## src/rtl/gray_step_encoder.sv

```systemverilog
// Debounced step counter with Gray/LED outputs and a multiplexed 2-digit decimal display; GRAY_WRAP_EN selects wrap instead of saturation.
// Latency: btn edge to count change is DEB_CYCLES+3 clocks from the first capturing edge; no backpressure.
module gray_step_encoder #(
    parameter int DEB_CYCLES     = 270000,
    parameter int REFRESH_CYCLES = 27000
) (
    input  logic       clk,
    input  logic       rst,
    input  logic       btn,
    input  logic       dir,
    output logic [3:0] gray,
    output logic [3:0] binary,
    output logic [3:0] leds,
    output logic       uni,
    output logic       dec,
    output logic       segA,
    output logic       segB,
    output logic       segC,
    output logic       segD,
    output logic       segE,
    output logic       segF,
    output logic       segG
);

    localparam int DW = (DEB_CYCLES > 1) ? $clog2(DEB_CYCLES) : 1;
    localparam int RW = (REFRESH_CYCLES > 1) ? $clog2(REFRESH_CYCLES) : 1;
    localparam logic [DW-1:0] DEB_LAST = DW'(DEB_CYCLES - 1);
    localparam logic [RW-1:0] REF_LAST = RW'(REFRESH_CYCLES - 1);

`ifdef GRAY_WRAP_EN
    localparam logic WRAP = 1'b1;
`else
    localparam logic WRAP = 1'b0;
`endif

    logic          btn_s1, btn_s2;
    logic          dir_s1, dir_s2;
    logic [DW-1:0] deb_cnt;
    logic          deb_lvl;
    logic          deb_lvl_d;
    logic          step;
    logic [1:0]    fill;
    logic          mask;
    logic [3:0]    count;
    logic [3:0]    next_count;
    logic [RW-1:0] ref_cnt;
    logic          sel;

    always_comb begin
        next_count = count;
        if (dir_s2) begin
            if (count == 4'd15)
                next_count = WRAP ? 4'd0 : 4'd15;
            else
                next_count = count + 4'd1;
        end else begin
            if (count == 4'd0)
                next_count = WRAP ? 4'd15 : 4'd0;
            else
                next_count = count - 4'd1;
        end
    end

    // mask blocks the step from a press that was already held across reset;
    // it lifts once the synchronizer has refilled and shows the button released.
    always_ff @(posedge clk) begin
        if (rst) begin
            btn_s1    <= 1'b0;
            btn_s2    <= 1'b0;
            dir_s1    <= 1'b0;
            dir_s2    <= 1'b0;
            deb_cnt   <= '0;
            deb_lvl   <= 1'b0;
            deb_lvl_d <= 1'b0;
            step      <= 1'b0;
            fill      <= 2'b00;
            mask      <= 1'b1;
            count     <= 4'd0;
            ref_cnt   <= '0;
            sel       <= 1'b0;
        end else begin
            btn_s1    <= btn;
            btn_s2    <= btn_s1;
            dir_s1    <= dir;
            dir_s2    <= dir_s1;
            deb_lvl_d <= deb_lvl;
            step      <= deb_lvl & ~deb_lvl_d & ~mask;
            fill      <= {fill[0], 1'b1};

            if (btn_s2 == deb_lvl) begin
                deb_cnt <= '0;
            end else if (deb_cnt == DEB_LAST) begin
                deb_lvl <= btn_s2;
                deb_cnt <= '0;
            end else begin
                deb_cnt <= deb_cnt + 1'b1;
            end

            if (fill[1] && !btn_s2)
                mask <= 1'b0;

            if (step)
                count <= next_count;

            if (ref_cnt == REF_LAST) begin
                ref_cnt <= '0;
                sel     <= ~sel;
            end else begin
                ref_cnt <= ref_cnt + 1'b1;
            end
        end
    end

    function automatic logic [6:0] seg_of(input logic [3:0] d);
        case (d)
            4'd0:    seg_of = 7'b1111110;
            4'd1:    seg_of = 7'b0110000;
            4'd2:    seg_of = 7'b1101101;
            4'd3:    seg_of = 7'b1111001;
            4'd4:    seg_of = 7'b0110011;
            4'd5:    seg_of = 7'b1011011;
            4'd6:    seg_of = 7'b1011111;
            4'd7:    seg_of = 7'b1110000;
            4'd8:    seg_of = 7'b1111111;
            4'd9:    seg_of = 7'b1111011;
            default: seg_of = 7'b0000000;
        endcase
    endfunction

    logic       tens;
    logic [3:0] units;
    logic [3:0] digit;
    logic [6:0] seg;

    always_comb begin
        tens  = (count >= 4'd10);
        units = tens ? (count - 4'd10) : count;
        digit = sel ? {3'b000, tens} : units;
        // a leading zero on the tens digit is blanked rather than shown
        seg   = (sel && !tens) ? 7'b0000000 : seg_of(digit);
    end

    assign binary = count;
    assign gray   = count ^ (count >> 1);
    assign leds   = gray;
    assign uni    = ~sel;
    assign dec    = sel;
    assign {segA, segB, segC, segD, segE, segF, segG} = seg;

endmodule

```

## config.mk

```make
export PLATFORM = sky130hd
export DESIGN_NAME = gray_step_encoder
export DESIGN_NICKNAME = d
export VERILOG_FILES = /design/src/rtl/gray_step_encoder.sv
export SDC_FILE = /design/constraint.sdc
export NUM_CORES = 1
export LEC_CHECK = 0
export ABC_AREA = 1
export CORE_UTILIZATION = 45
export CTS_CLUSTER_DIAMETER = 40
export DETAILED_ROUTE_END_ITERATION = 8
export PLACE_DENSITY = 0.7
export SLEW_MARGIN = 15
export SYNTH_ARGS = -nofsm -noshare
export SYNTH_HDL_FRONTEND = slang
export SYNTH_SLANG_ARGS = --single-unit
```

## constraint.sdc

```tcl
create_clock -name clk -period 3 [get_ports clk]
set_clock_uncertainty 0.15 [all_clocks]
set_input_delay 0.3 -clock clk [delete_from_list [all_inputs] [get_ports clk]]
set_output_delay 0.3 -clock clk [all_outputs]
set_load 0.02 [all_outputs]
```

After elaboration in Yosys (flattened, before gate mapping)

Memories as Yosys holds them, arrays and structs flattened.
Cells that the tools add are included.

Bits in registers: 49
ROM bits: 112
Input port bits: 4
Output and inout bits: 21
Logic and storage cells: 47
Memories: 1

$add $sub $neg: 5
$lt $le $gt $ge: 1
Eq/ne operators: 4
Mux-type cells: 7
Bitwise logic cells: 7
Reduce and logical (&&, ||, !) cells: 8

Memories:

| name            | depth | bits a word | read ports | clocked after Yosys merged registers in | write ports | line | source |
|---|---|---|---|---|---|---|---|
| (no name shown) | 16    | 7           | 1          | 0                                       | 0           | 115  | `case (d)` |

Operators by type and width:

| kind                  | number |
|---|---|
| $mux 4                | 5 |
| $add 19x1->19 const B | 1 |
| $eq 19x19->1 const B  | 1 |
| $add 15x1->15 const B | 1 |
| $eq 15x15->1 const B  | 1 |
| $mux 7                | 1 |
| $add 4x1->4 const B   | 1 |
| $eq 4x4->1 const B    | 1 |
| $ge 4x4->1 const B    | 1 |
| $logic_not 4->1       | 1 |
| $not 1->1             | 4 |
| $sub 4x1->4 const B   | 1 |
| $sub 4x4->4 const B   | 1 |
| $xor 4x3->4           | 1 |
| $reduce_or 3->1       | 1 |
| $and 1x1->1           | 2 |
| $logic_and 1x1->1     | 2 |
| $logic_not 1->1       | 2 |
| $reduce_and 2->1      | 1 |
| $reduce_or 2->1       | 1 |
| $eq 1x1->1            | 1 |
| $mux 1                | 1 |

Longest topological paths before layout

Gate-level depths: netlist of the first run.
An unclocked memory read counts as a cell.

Word-level depth: 5
Gate-level depth with buffers: 12
Depth with buffers taken out: 12

Worst setup path before layout of the first run

Ideal clock, no wire load.

Path type: register -> output
Start: register count[2], in the netlist binary[2]
End: output port segF
Data arrival time: 2.286 ns
Required time: 2.550 ns
Path slack: 0.264 ns
Stages on the path, launching flop included: 13
Path buffers: 0
Path through: dfxtp_1 -> inv_1 -> ha_1 -> nand2_1 -> nand4_1 -> o21ai_0 -> inv_1 -> ha_1 -> inv_1 -> nand4_1 -> nand2_1 -> nor2_1 -> nor2_1

Word-level cells in the longest chain between the ends: 5
Elaborated cells on any way between the ends: 8
Classes of those cells: add/sub: 1; order compare: 1; mux: 3; reduce/logical: 2; memory: 1

Ends and longest elaborated chain:

| element                                   | line     | source |
|---|---|---|
| start, declared                           | 44       | `logic [3:0] count;` |
| start signal, assigned                    | 103      | `count <= next_count;` |
| $sub 4x4->4 or $ge 4x4->1 (tied branches) | 137, 136 |  |
| $mux 4                                    | 137      | `units = tens ? (count - 4'd10) : count;` |
| $mux 4                                    | 138      | `digit = sel ? {3'b000, tens} : units;` |
| $mem_v2 16x7                              | --       |  |
| $mux 7 (*)                                | 140      | `seg = (sel && !tens) ? 7'b0000000 : seg_of(digit);` |
| end, declared                             | 21       | `output logic segF,` |

Mark *: on every way between the ends. The rest lies on a longest branch, timed or not.

Final worst setup path of the first run

Ends and elaborated chain as after synthesis.

==> qor.txt, run 1 <==
Status: completed
VDD IR max: 0.000260 V
Final setup viols: 0
Root buf cell: clkbuf_8
Placed inst area: 0.00309 mm^2
Measured slew at the worst slew-check pin: 0.442 ns
Number of diodes: 0
Top post-synthesis cells by area: dfxtp_1 35%, nand2_1 11%, inv_1 7.4%
Vias in the first global route: 2287
Drt wl/cell: 10.3 um
Clk sinks: 49
Initial DRC Count: 107
Number of hold violations in the final report: 0
Drc violations: 0
Synth area leader: dfxtp_1
RSZ-0062 raised after global routing: no
I/O pin total: 25
Slew Limit Fails: 0
Register area: 981 um^2
Htree depth: 2
Fmax achieved: 371 MHz
RePlAce Congestion: 0.861
Final TNS setup: 0 ns
Clk_lat worst skew: 0.30 ns
Gr usage total: 0.181
Initial Util: 0.468
Period utilization: 0.899
Power density over cell area: 350 mW/mm^2
Net count, final: 445
PortBufs: 24
CP bufs+invs: 4
Synth cell types: 36
CP Cell Sequence: inv_1 -> ha_1 -> nand2_1 -> nand4_1 -> o21ai_0 -> inv_1 -> ha_1 -> inv_1 -> nand4_1 -> nand2_1 -> nor2_1 -> nor2_1 -> clkbuf_2
DRT Pass-1 Iters: 4
Crit path top cell by count: inv_1
Post-DP HPWL: 3.99 mm
CTS tree: yes
Max-slew headroom: 0.704
Syn Nets: 417
Initial antenna violation count: 0
Die height: 80.7 um
GRT overflow: 0
Die Area: 0.00652 mm^2
Leakage power total: 1.25 nW
CP endpoint kind: output pin
Warnings, synthesis: 0
Cell family with most CP delay: simple AND/OR/NAND/NOR gates
R2R Setup Slk: 1.15 ns
Post-synthesis register bit count: 49
CTS clk-pin slew, worst paths: 0.10 ns
Via-per-instance ratio: 4.83
HP Class: flip-flop to flip-flop
Crit-path slowest cell: dfxtp_1
Worst Path Arrival: 2.25 ns
Detailed-route via count: 2418
Largest net degree at the start of global routing: 19
Period minus WS final: 2.70 ns
Num rows: 28
Critical path type: flip-flop to output pin
Final wirelength: 5.18 mm
Die Width: 80.7 um
Post-Layout Cell Count: 501
Total chip power: 1.11 mW
Core Region: 0.00596 mm^2
Worst path max stage delay: 0.38 ns
# fillers: 592
Setup crit start kind: flip-flop
Post-CTS setup buffers: 0
Placed cell count: 493
Cells after Synth: 397
Worst path required time: 2.55 ns
Post-detailed-route count of antenna-violating nets: 0
Max FO, Critical Path: 5
Synth Flop Type: dfxtp_1
Hold-fix buffers at CTS: 0
EDFF count, synth: 0
Layout cell share with drive strength beyond 1: 0.108
Cell Area, Synth: 0.00279 mm^2
Area of the multi-input gates: 0.00151 mm^2
Register area share after synthesis: 0.352
Post-route design area: 0.00317 mm^2
Area grow syn2layout: 13.5%
Clock Tree Buf Depth: 2
Post-synth ARST share: 0
First-pass GRT wire length: 9.46 mm
Post-Syn Area per Cell: 7.03 um^2
CTS Buf Count: 5
Yosys top cell area share: 0.352
Max Cap Violations: 0
==> power by group <==
group / switching, mW / total, mW / leakage [nW] / internal [mW]
Clock: 0.227 / 0.418 / 0.0518 / 0.192
Combinational: 0.0168 / 0.0269 / 0.805 / 0.0101
Sequential: 0.00504 / 0.664 / 0.397 / 0.658
==> sequential cells by signal, indices dropped and copies added, names as in the netlist, 2 cells and up <==
name,count
binary,4
fill,2
deb_cnt,19
ref_cnt,15
==> per-stage QoR <==
stage | utilization | setup slack (ns) | hold WS, ns
after floorplan | - | 0.264 | 0.225
after global placement | 0.520 | 0.269 | 0.233
after detailed placement | 0.520 | 0.205 | 0.238
after CTS | 0.535 | 0.00711 | 0.251
after global routing | 0.532 | 0.0250 | 0.265
final | 0.532 | 0.304 | 0.249
==> worst paths after layout <==
| check | start | end | cells after the start |
|---|---|---|---|
| setup reg to reg | ref_cnt[0]$_SDFF_PP0_ | ref_cnt[14]$_SDFF_PP0_ | 8 |
| hold reg to reg | deb_lvl_d$_SDFF_PP0_ | step$_SDFF_PP0_ | 1 |
| hold / removal | deb_lvl_d$_SDFF_PP0_ | step$_SDFF_PP0_ | 1 |
| setup / recovery | binary[2]$_SDFFE_PP0P_ | segF | 13 |
==> cell usage in the layout (no fill, tap or decap), drive strengths merged, types with 2 or more instances in the layout <==
cell / n
clkdlybuf4s50: 17
nor3b: 2
clkbuf: 12
nand3: 30
dfxtp: 49
xnor2: 3
o21ai: 15
nor2: 62
clkinv: 2
inv: 58
or2: 4
nand4: 13
nand2: 86
o211ai: 2
nor3: 11
xor2: 6
ha: 16
a21oi: 26
buf: 6
==> what timing repair did <==
item                       CTS  global route
hold endpoints to repair     0             0
cloned                       0             0
setup endpoints to repair    6             7
gates resized for setup      6            13
pin swaps                    0             0
==> logic make-up (layout without fill, tap and decap cells) <==
group | count (synthesis) | after routing | synth area share
simple gates | 211 | 211 | 0.350
buf+inv | 67 | 96 | 0.105
xor+xnor | 9 | 9 | 0.0283
compound gates | 45 | 45 | 0.0924
flops | 49 | 49 | 0.352
fa+ha+maj | 16 | 16 | 0.0718
==> cell usage after synthesis, types with 10 or more instances <==
library cell and count:
ha_1 16, nand2_1 82, o21ai_0 15, nor3_1 10, nand3_1 28, nand4_1 13, nor2_1 53, dfxtp_1 49
a21oi_1 20, inv_1 55
==> per-layer routing <==
layer / GRT usage / vias up / part of all wire
met1: 0.230 / 1077 / 0.51
met2: 0.313 / 21 / 0.46
met3: 0.0284 / 4 / 0.020
li1: - / 1316 / -
met4: 0.0554 / 0 / 0.0083
met5: 0 / - / 0
==> cell type report <==
class	count	share of cell area
Multi-Input combinational cell	281	0.478
Sequential cell	49	0.310
Timing Repair Buffer	30	0.0814
Inverter	58	0.0695
Tap cell	75	0.0296
Clock buffer	6	0.0261
Clock inverter	2	0.00553
Note: power is estimated with default switching activity, not from simulation.
==> run 2, diff against run 1 <==
CORE_MARGIN = 10   (was not set)
==> qor.txt, run 2 (synthesis results as in run 1) <==
Status: completed
Initial antenna violation count: 0
Measured slew at the worst slew-check pin: 0.417 ns
PortBufs: 24
CP bufs+invs: 2
Final TNS setup: 0 ns
Final wirelength: 5.47 mm
Die height: 98.7 um
Routed wl met3: 194 um
Worst path max stage delay: 0.39 ns
Critical path type: flip-flop to output pin
Leakage power total: 1.24 nW
Max FO, Critical Path: 4
CTS tree: yes
Period utilization: 0.918
Number of diodes: 0
Period minus WS final: 2.75 ns
Top reg by flops: deb_cnt
CTS Buf Count: 5
First-pass GRT wire length: 9.85 mm
Max reg flops: 19
Power density over cell area: 343 mW/mm^2
Core Region: 0.00596 mm^2
Post-detailed-route count of antenna-violating nets: 0
Hold-fix buffers at CTS: 0
Routed met1 length: 2.60 mm
Die Area: 0.00975 mm^2
Detailed-route via count: 2462
Final setup viols: 0
Crit-path slowest cell: dfxtp_1
Drt wl/cell: 10.9 um
Hold Path Stages: 1
Cell count along the critical path: 11
Fmax achieved: 363 MHz
Drc violations: 0
VDD IR max: 0.000243 V
CTS clk-pin slew, worst paths: 0.09 ns
Vias in the first global route: 2370
Commonest non-fill, non-tap cells in the layout: 82 x nand2_1, 55 x inv_1, 53 x nor2_1
Crit path top cell by count: nor2_1
Uppermost layer routed: met4
Cell family with most CP delay: simple AND/OR/NAND/NOR gates
Setup crit start kind: flip-flop
Routed wl met2: 2.61 mm
Die Width: 98.7 um
Num rows: 28
RePlAce Congestion: 0.874
CP Cell Sequence: inv_1 -> ha_1 -> o21ai_1 -> nand2_1 -> nor2_1 -> ha_1 -> nand4_1 -> nand2_1 -> nor2_1 -> nor2_1 -> dlygate4sd2_1
Most common cell after layout, fill and taps aside: nand2_1
Layout cell share with drive strength beyond 1: 0.106
Slew Limit Fails: 0
Post-CTS setup buffers: 0
Via-per-instance ratio: 4.91
GRT overflow: 0
Worst r2r path cells: 8
Worst path required time: 2.55 ns
Max-slew headroom: 0.721
Htree depth: 2
Net count, final: 445
Initial DRC Count: 100
I/O pin total: 25
Worst Path Arrival: 2.30 ns
DRT Pass-1 Iters: 4
Root buf cell: clkbuf_8
Clk_lat worst skew: 0.31 ns
Gr usage total: 0.114
Max Cap Violations: 0
Largest net degree at the start of global routing: 19
Total chip power: 1.09 mW
Number of hold violations in the final report: 0
Area grow syn2layout: 13.6%
HP Class: flip-flop to flip-flop
RSZ-0062 raised after global routing: no
Clk sinks: 49
CP endpoint kind: output pin
Initial Util: 0.468
Post-DP HPWL: 4.20 mm
Clock Tree Buf Depth: 2
[run 2: changes by cell type in the layout (fill, tap and decap cells not counted)]
cell	delta
clkbuf_2	-2
dlygate4sd2_1	+2
o21ai_0	-2
clkbuf_8	-1
clkinv_2	+1
clkinv_4	-1
clkinvlp_4	+1
o21ai_1	+1
o21ai_2	+1
[run 2: layer usage]
| layer | global-route usage | vias up |
|---|---|---|
| met3 | 0.0300 | 8 |
| li1 | - | 1320 |
| met2 | 0.203 | 40 |
| met5 | 0 | - |
| met1 | 0.131 | 1094 |
| met4 | 0.0320 | 0 |
[run 2: path summary, 6_finish.rpt]
kind                                              end                    from  slack [ns]
worst max-delay path                             segE  binary[2]$_SDFFE_PP0P_        0.25
worst min-delay path                  step$_SDFF_PP0_    deb_lvl_d$_SDFF_PP0_        0.25
worst min register to register        step$_SDFF_PP0_    deb_lvl_d$_SDFF_PP0_        0.25
worst max register to register  deb_cnt[2]$_SDFF_PP0_   deb_cnt[0]$_SDFF_PP0_        1.21
[run 2: metrics by stage]
stage	hold WS, ns	instance area [um^2]	worst slack [ns]	util	cells
after CTS	0.253	3180	0.0000258	0.534	501
after detailed placement	0.238	3090	0.0696	0.520	493
after global placement	0.231	3090	0.178	0.520	493
final	0.246	3170	0.247	0.532	501
after global routing	0.272	3170	0.00242	0.532	501
after floorplan	0.225	2790	0.264	-	397
[run 2: final cells by class]
type                       count  area (um^2)
timing repair buffer          30          265
multi-input combinational    281         1520
clock buffer                   5         68.8
tap                           75         93.8
clock inverter                 3         21.3
fill                         593         2790
sequential                    49          981
inverter                      58          220
[run 2: what timing repair did]
item / 4_1_cts / 5_1_grt
resized for setup: 8 / 10
endpoints found under the setup margin: 6 / 6
gates cloned: 0 / 0
[run 2: power by group]
part           internal [mW]  leakage [nW]  switching [mW]
logic                 0.0101         0.803          0.0165
clock network          0.166        0.0445           0.231
registers              0.658         0.397         0.00479
